--- src/rtl/debug_step_unit.sv ---
// rtl/debug_step_unit.sv - UART-driven debug unit: program load, run/step, and state dump
// Bytes arrive from an RX FIFO, replies and dump bytes leave through a TX FIFO.
module debug_step_unit #(
  parameter int NB_WORD = 32,
  parameter int N_REGS = 32,
  parameter int N_MEM = 32,
  parameter int IMEM_DEPTH = 64,
  parameter int NB_LATCH = 341,
  parameter logic [NB_WORD-1:0] HALT_CODE = 32'hFC000000,
  localparam int NB_RADDR = $clog2(N_REGS)
) (
  input  logic                i_du_clk,
  input  logic                i_du_reset,
  input  logic                i_rx_empty,
  input  logic [7:0]          i_rx_data,
  output logic                o_rx_rd,
  input  logic                i_tx_full,
  output logic                o_tx_wr,
  output logic [7:0]          o_tx_data,
  input  logic                i_halt,
  output logic                o_cpu_en,
  output logic                o_cpu_reset,
  output logic                o_imem_we,
  output logic [NB_WORD-1:0]  o_imem_addr,
  output logic [NB_WORD-1:0]  o_imem_data,
  output logic [NB_RADDR-1:0] o_reg_addr,
  input  logic [NB_WORD-1:0]  i_reg_data,
  output logic [NB_WORD-1:0]  o_mem_addr,
  input  logic [NB_WORD-1:0]  i_mem_data,
  input  logic [NB_LATCH-1:0] i_latch_data,
  output logic [3:0]          o_state
);

  localparam int NBYTES = NB_WORD / 8;
  localparam int NB_LBYTES = (NB_LATCH + 7) / 8;
  localparam int NB_LPAD = NB_LBYTES * 8;
  localparam logic [7:0] LAST_BYTE = 8'(NBYTES - 1);
  localparam logic [15:0] LAST_REG = 16'(N_REGS - 1);
  localparam logic [15:0] LAST_MEM = 16'(N_MEM - 1);
  localparam logic [15:0] LAST_IMEM = 16'(IMEM_DEPTH - 1);
  localparam logic [15:0] LAT_END = 16'(NB_LBYTES);

  typedef enum logic [3:0] {
    IDLE, CMD, ACK, LOAD, WRITE, RUN, STEP, DUMP_REG, DUMP_MEM, DUMP_LAT, CPU_RST
  } state_t;

  state_t state, state_n, ack_next, ack_next_n;
  logic [7:0] ack_byte, ack_byte_n;
  logic [15:0] idx, idx_n;
  logic [7:0] byte_cnt, byte_cnt_n;
  logic [NB_WORD-1:0] word, word_n;

  logic [NB_WORD-1:0] reg_sh, mem_sh;
  logic [NB_LPAD-1:0] lat_pad, lat_sh;

  // Selected dump byte always sits in the top byte after shifting.
  assign reg_sh = i_reg_data << {byte_cnt, 3'b000};
  assign mem_sh = i_mem_data << {byte_cnt, 3'b000};
  assign lat_pad = NB_LPAD'(i_latch_data);
  assign lat_sh = lat_pad << {idx, 3'b000};

  assign o_imem_addr = NB_WORD'({idx, 2'b00});
  assign o_mem_addr = NB_WORD'({idx, 2'b00});
  assign o_reg_addr = idx[NB_RADDR-1:0];
  assign o_imem_data = word;
  assign o_state = state;

  always_ff @(posedge i_du_clk) begin
    if (i_du_reset) begin
      state <= IDLE;
      ack_next <= IDLE;
      ack_byte <= 8'h00;
      idx <= '0;
      byte_cnt <= '0;
      word <= '0;
    end else begin
      state <= state_n;
      ack_next <= ack_next_n;
      ack_byte <= ack_byte_n;
      idx <= idx_n;
      byte_cnt <= byte_cnt_n;
      word <= word_n;
    end
  end

  always_comb begin
    state_n = state;
    ack_next_n = ack_next;
    ack_byte_n = ack_byte;
    idx_n = idx;
    byte_cnt_n = byte_cnt;
    word_n = word;
    o_rx_rd = 1'b0;
    o_tx_wr = 1'b0;
    o_tx_data = 8'h00;
    o_cpu_en = 1'b0;
    o_cpu_reset = 1'b0;
    o_imem_we = 1'b0;
    case (state)
      IDLE: if (!i_rx_empty) state_n = CMD;
      CMD: begin
        if (!i_rx_empty) begin
          o_rx_rd = 1'b1;
          ack_byte_n = 8'hAA;
          state_n = ACK;
          case (i_rx_data)
            8'h02: begin
              ack_next_n = LOAD;
              idx_n = '0;
              byte_cnt_n = '0;
              word_n = '0;
            end
            8'h05: ack_next_n = RUN;
            8'h06: ack_next_n = STEP;
            8'h0D: begin
              ack_next_n = DUMP_REG;
              idx_n = '0;
              byte_cnt_n = '0;
            end
            8'h0C: state_n = CPU_RST;
            default: begin
              ack_byte_n = 8'h55;
              ack_next_n = IDLE;
            end
          endcase
        end
      end
      ACK: begin
        o_tx_data = ack_byte;
        if (!i_tx_full) begin
          o_tx_wr = 1'b1;
          state_n = ack_next;
        end
      end
      LOAD: begin
        if (!i_rx_empty) begin
          o_rx_rd = 1'b1;
          word_n = {word[NB_WORD-9:0], i_rx_data};
          ack_byte_n = 8'hAA;
          state_n = ACK;
          if (byte_cnt == LAST_BYTE) begin
            byte_cnt_n = '0;
            ack_next_n = WRITE;
          end else begin
            byte_cnt_n = byte_cnt + 8'd1;
            ack_next_n = LOAD;
          end
        end
      end
      WRITE: begin
        o_imem_we = 1'b1;
        word_n = '0;
        if (word == HALT_CODE || idx == LAST_IMEM) begin
          idx_n = '0;
          state_n = IDLE;
        end else begin
          idx_n = idx + 16'd1;
          state_n = LOAD;
        end
      end
      RUN: begin
        if (i_halt) begin
          idx_n = '0;
          byte_cnt_n = '0;
          state_n = DUMP_REG;
        end else begin
          o_cpu_en = 1'b1;
        end
      end
      STEP: begin
        o_cpu_en = 1'b1;
        idx_n = '0;
        byte_cnt_n = '0;
        state_n = DUMP_REG;
      end
      DUMP_REG: begin
        o_tx_data = reg_sh[NB_WORD-1 -: 8];
        if (!i_tx_full) begin
          o_tx_wr = 1'b1;
          if (byte_cnt == LAST_BYTE) begin
            byte_cnt_n = '0;
            if (idx == LAST_REG) begin
              idx_n = '0;
              state_n = DUMP_MEM;
            end else begin
              idx_n = idx + 16'd1;
            end
          end else begin
            byte_cnt_n = byte_cnt + 8'd1;
          end
        end
      end
      DUMP_MEM: begin
        o_tx_data = mem_sh[NB_WORD-1 -: 8];
        if (!i_tx_full) begin
          o_tx_wr = 1'b1;
          if (byte_cnt == LAST_BYTE) begin
            byte_cnt_n = '0;
            if (idx == LAST_MEM) begin
              idx_n = '0;
              state_n = DUMP_LAT;
            end else begin
              idx_n = idx + 16'd1;
            end
          end else begin
            byte_cnt_n = byte_cnt + 8'd1;
          end
        end
      end
      DUMP_LAT: begin
        // idx counts latch bytes here; one extra slot carries the terminator
        o_tx_data = (idx == LAT_END) ? 8'h5A : lat_sh[NB_LPAD-1 -: 8];
        if (!i_tx_full) begin
          o_tx_wr = 1'b1;
          if (idx == LAT_END) begin
            idx_n = '0;
            state_n = IDLE;
          end else begin
            idx_n = idx + 16'd1;
          end
        end
      end
      CPU_RST: begin
        o_cpu_reset = 1'b1;
        idx_n = '0;
        byte_cnt_n = '0;
        word_n = '0;
        state_n = IDLE;
      end
      default: state_n = IDLE;
    endcase
  end

endmodule

--- config.mk ---
export PLATFORM = sky130hd
export DESIGN_NAME = debug_step_unit
export DESIGN_NICKNAME = d
export VERILOG_FILES = /design/src/rtl/debug_step_unit.sv
export SDC_FILE = /design/constraint.sdc
export NUM_CORES = 1
export LEC_CHECK = 0
export CAP_MARGIN = 20
export CORE_AREA = 5 5 205 207
export DETAILED_ROUTE_END_ITERATION = 10
export DIE_AREA = 0 0 210 212
export GPL_ROUTABILITY_DRIVEN = 1
export GPL_TIMING_DRIVEN = 0
export PLACE_DENSITY = 0.53
export SLEW_MARGIN = 5
export SYNTH_ARGS = -nofsm -noshare
export SYNTH_HDL_FRONTEND = slang
export SYNTH_SLANG_ARGS = --single-unit
--- constraint.sdc ---
create_clock -name i_du_clk -period 9 [get_ports i_du_clk]
set_input_delay 1.8 -clock i_du_clk [delete_from_list [all_inputs] [get_ports i_du_clk]]
set_output_delay 1.8 -clock i_du_clk [all_outputs]
set_load 0.03 [all_outputs]
Word-level counts from Yosys, hierarchy flattened
Index checks and enable logic that the tools add are counted.
- add/sub/neg operators: 2
- $mul: 0
- divide/modulo/power cells: 0
- magnitude comparators: 0
- equality and inequality tests: 38
- shifts and indexed selects: 3
- muxes and demuxes: 56
- bitwise operators: 0
- reduce and logical (&&, ||, !) cells: 19
- operators by type and width (cell ; number):
    341-bit by 19-bit << shifter with 344-bit output ; 1
    16-bit two-way mux ; 9
    32-bit two-way mux ; 3
    16-bit case mux with 6 select lines ; 1
    32-bit case mux with 3 select lines ; 1
    8-bit two-way mux ; 10
    4-bit two-way mux ; 16
    32-bit by 11-bit << shifter with 32-bit output ; 2
    4-bit case mux with 10 select lines ; 1
    8-bit case mux with 5 select lines ; 1
    2-bit != test, second input constant ; 17
    16-bit by 6-bit equality test with 1-bit output, second input constant ; 2
    32-bit equality test, second input constant ; 1
    8-bit case mux with 4 select lines ; 1
    4-bit case mux with 5 select lines ; 1
    16-bit by 1-bit adder with 16-bit output, second input constant ; 1
    16-bit by 5-bit equality test with 1-bit output, second input constant ; 1
    4-bit by 3-bit equality test with 1-bit output, second input constant ; 4
    8-bit by 2-bit equality test with 1-bit output, second input constant ; 2
    8-bit by 3-bit equality test with 1-bit output, second input constant ; 2
    8-bit by 4-bit equality test with 1-bit output, second input constant ; 2
    8-bit case mux with 2 select lines ; 1
    13-bit AND reduction ; 1
    4-bit equality test, second input constant ; 3
    other kinds (22) ; 34
- register bits after elaboration: 72
- bits in latches: 0
- memory bits (writable): 0
- ROM bits: 0
- input bits: 418
- output and inout port bits: 118
- memories kept: 0

Logic depth before layout (Yosys ltp)
- depth in word-level cells: 5
- gate-level depth with buffers: 11

Worst setup path before layout
No wires, ideal clock.
- path type: input -> output
- from: input i_latch_data[93]
- to: output o_tx_data[5]
- arrival: 3.384 ns
- setup slack: 3.816 ns
- stages on the path: 6
- cell sequence: mux4_2 > mux4_2 > nand2b_1 > o2111ai_1 > a21oi_1 > a211o_1
- word-level cells in the longest chain between the ends: 3
- ends and longest elaborated chain (element ; line ; text):
    start, declared ; 30 ; input logic [NB_LATCH-1:0] i_latch_data,
    341-bit by 19-bit << shifter with 344-bit output ; 60 ; assign lat_sh = lat_pad << {idx, 3'b000};
    8-bit two-way mux ; 212 ; o_tx_data = (idx == LAT_END) ? 8'h5A : lat_sh[NB_LPAD-1 -: 8];
    8-bit case mux with 4 select lines ; 99 ; case (state)
    end, declared ; 19 ; output logic [7:0] o_tx_data,
Every way passes these cells.

Worst setup path in the final report
- from: input i_latch_data[248]
- to: output o_tx_data[0]
Same word-level chain as after synthesis.

==> impl_metrics.env <==
export IMPL_antenna_found_initial=5
export IMPL_synth_ff_type="dfxtp_1"
export IMPL_ctsResizeCount=0
export IMPL_p_switching_w=0.000290
export IMPL_gp_congestion=0.930
export IMPL_viasPerCell=4.68
export IMPL_status="finished clean"
export IMPL_dr_total_vias=8700
export IMPL_r2r_worst_path_cells=10
export IMPL_finalHoldViolations=0
export IMPL_drt_iter0_drc=564
export IMPL_async_flop_share_pct=0
export IMPL_numCtsBuffers=9
export IMPL_r2r_end="idx[11]"
export IMPL_grt_max_degree=11
export IMPL_syn_inst=776
export IMPL_tightest_slew_ps=931
export IMPL_syn_area_um2=7180
export IMPL_crit_slowest_cell="clkdlybuf4s50_1"
export IMPL_first_global_vias=9206
export IMPL_synth_edff_count=0
export IMPL_setup_violations_final=0
export IMPL_die_h_um=212
export IMPL_min_from="o_imem_data[24]"
export IMPL_fin_crit_ps=6520
export IMPL_syn2layout_area_growth_pct=84.9
export IMPL_grt_pass1_wl_um=66100
export IMPL_clock_latency_ps=330
export IMPL_drc=0
export IMPL_cts_sinks=65
export IMPL_reg2reg_slack_ps=5620
export IMPL_intPower_w=0.000775
export IMPL_skew_ps=8.84
export IMPL_rows=74
export IMPL_endpoint_kind="primary output"
export IMPL_cp_max_fo=1
export IMPL_post_drt_wl_per_cell_um=25.4
export IMPL_io_buffer_count=501
export IMPL_relSlewSlack_pct=37.9
export IMPL_clockPowerShare_pct=32.8
export IMPL_synth_seq_cells=65
export IMPL_start_util_pct=17.9
export IMPL_crit_top_cell="clkdlybuf4s50_1"
export IMPL_start_kind="input port"
export IMPL_wirelength_um=47200
export IMPL_ys_types=66
export IMPL_clock_tree_buffer_depth=2
export IMPL_rsz0062_at_grt="no"
export IMPL_yosysSeqAreaShare_pct=18.1
export IMPL_die_w_um=210
export IMPL_layout_drive_gt1_share_pct=15.3
export IMPL_ys_warn_count=0
export IMPL_crit_path_cell_trace="clkdlybuf4s50_1, mux4_2, a22o_1, a221oi_1, o22ai_1, a211oi_1, o211ai_1, clkdlybuf4s50_1"
export IMPL_peakVddDrop_mv=0.0628
export IMPL_drtAntennaViolNets=0
export IMPL_reg2reg_from="idx[0]"
export IMPL_firstDrtPassIters=5
export IMPL_dp_hpwl_um=40600
export IMPL_combPwrFrac_pct=39.5
export IMPL_critPathKind="in2out"
export IMPL_maxCapViolations=0
export IMPL_p_seq_share_pct=27.7
export IMPL_crit_required_ps=7200
export IMPL_clk_pin_slew_ps=50
export IMPL_p_per_area_nw_per_um2=80.2
export IMPL_cts_root_buf="clkbuf_16"
export IMPL_p_leak_nw=4.52
export IMPL_endpoint="o_tx_data[0]"
export IMPL_finalPower_w=0.00107
export IMPL_dieArea_um2=44500
export IMPL_avgSynthCellArea_um2=9.25
export IMPL_grt_overflow=0
export IMPL_holdBufCountCts=0
export IMPL_period_share_pct=72.4
export IMPL_io_pin_count=536
export IMPL_critPathLaunch="i_latch_data[248]"
export IMPL_fin_nets=1739
export IMPL_slew_violations=0
export IMPL_tns_ps=0
export IMPL_slowest_delay_ps=700
export IMPL_sw_frac_of_total_pct=27.2
export IMPL_holdCritPathClass="reg2reg"
export IMPL_core_um2=40200
export IMPL_grt_usage_pct=20.0
export IMPL_arrival_ps=4720
export IMPL_timing_fmax_mhz=153
export IMPL_post_cts_buffers=0
export IMPL_cts_tree="done"
export IMPL_h_tree_depth=3
-- how the worst min path moves through the flow --
stage               cells after the start  slack (ps)               to
floorplan                               2         450      ack_byte[6]
global route                            2         510  o_imem_data[26]
CTS                                     2         490  o_imem_data[31]
finish                                  2         490  o_imem_data[24]
detailed placement                      2         480  o_imem_data[31]
global placement                        2         470  o_imem_data[31]
-- per-layer routing --
layer | share of wire, % | track usage (%) | vias up
met5 | 0.042 | 0 | -
met4 | 1.7 | 5.02 | 2
met3 | 6.8 | 5.05 | 37
met2 | 54 | 37.8 | 343
met1 | 37 | 22.5 | 4294
li1 | - | - | 4024
-- critical path: cells and delay by family --
| family | cells | cell delay [ps] |
|---|---|---|
| AO/OA/AOI/OAI | 5 | 1330 |
| buffers and inverters | 2 | 1120 |
| multiplexers | 1 | 460 |
-- placed cells by master, fill, tap and decap left out, types with 10 or more instances in the layout --
cell,netlist,routed
a21oi_1,30,30
a22oi_1,12,12
buf_1,10,10
buf_2,18,18
buf_4,54,54
clkbuf_1,37,40
clkdlybuf4s50_1,0,501
conb_1,1,32
dfxtp_1,65,65
mux2_2,14,14
mux2i_1,23,23
mux4_2,93,93
nand2_1,49,49
nand2b_1,33,33
nand3_1,42,42
nor2_1,58,58
nor2b_1,10,10
nor3_1,22,22
nor4_1,17,17
o21ai_0,42,42
xnor2_1,19,19
-- flip-flops by register name (all words and copies together), names as in the netlist --
signal and count:
ack_byte 2, byte_cnt 8, o_imem_data 32, o_state 4, ack_next 3, idx 16
-- cell type report --
type / instances / area, um^2
Fill cell: 4198 / 26900
Multi-Input combinational cell: 614 / 5290
Timing Repair Buffer: 501 / 5010
Sequential cell: 65 / 1300
Buffer: 119 / 672
Tap cell: 532 / 666
Clock buffer: 13 / 250
Clock inverter: 3 / 40.0
Inverter: 9 / 33.8
Antenna cell: 4 / 10.0
-- power groups by stage --
stage               clock [W]  sequential, W  combinational (W)
CTS                  0.000358       0.000295           0.000422
finish               0.000349       0.000295           0.000421
global placement            0       0.000301           0.000418
detailed placement          0       0.000301           0.000419
floorplan                   0       0.000302           0.000173
global route         0.000369       0.000295           0.000443
-- per-stage QoR --
step | hold slack [ps] | setup WS [ps] | utilization (%) | std cells | cell area [um^2]
finish | 486 | 2480 | 33.0 | 1860 | 13300
global route | 512 | 2410 | 33.0 | 1860 | 13300
CTS | 487 | 2470 | 33.0 | 1856 | 13300
detailed placement | 480 | 2500 | 32.3 | 1840 | 13000
global placement | 468 | 2500 | 32.3 | 1840 | 13000
floorplan | 448 | 3820 | - | 807 | 7300
-- cells by family after synthesis --
family	Yosys count	share of synthesized area, %
simple gates	284	21.3
buf+inv	128	9.83
flops	65	18.1
mux	130	34.6
fa+ha+maj	2	0.348
compound gates	146	13.3
xor+xnor	20	2.44
other cells	1	0.0522
-- Yosys cell counts (4+ instances only) --
master	number	area [um^2]
a211oi_1	6	45.0
a21oi_1	30	150
a221oi_1	9	78.8
a22o_1	9	78.8
a22oi_1	12	90.1
and3_1	7	43.8
buf_1	10	37.5
buf_2	18	90.1
buf_4	54	405
clkbuf_1	37	139
dfxtp_1	65	1300
inv_1	8	30.0
mux2_2	14	158
mux2i_1	23	230
mux4_2	93	2090
nand2_1	49	184
nand2b_1	33	206
nand3_1	42	210
nand4_1	7	43.8
nor2_1	58	218
nor2b_1	10	62.6
nor3_1	22	110
nor4_1	17	106
nor4b_1	6	52.6
o21ai_0	42	210
o22ai_1	5	31.3
o311ai_0	4	35.0
o32ai_1	5	43.8
or3_1	7	43.8
xnor2_1	19	166
Power figures use the tool's default switching activity.
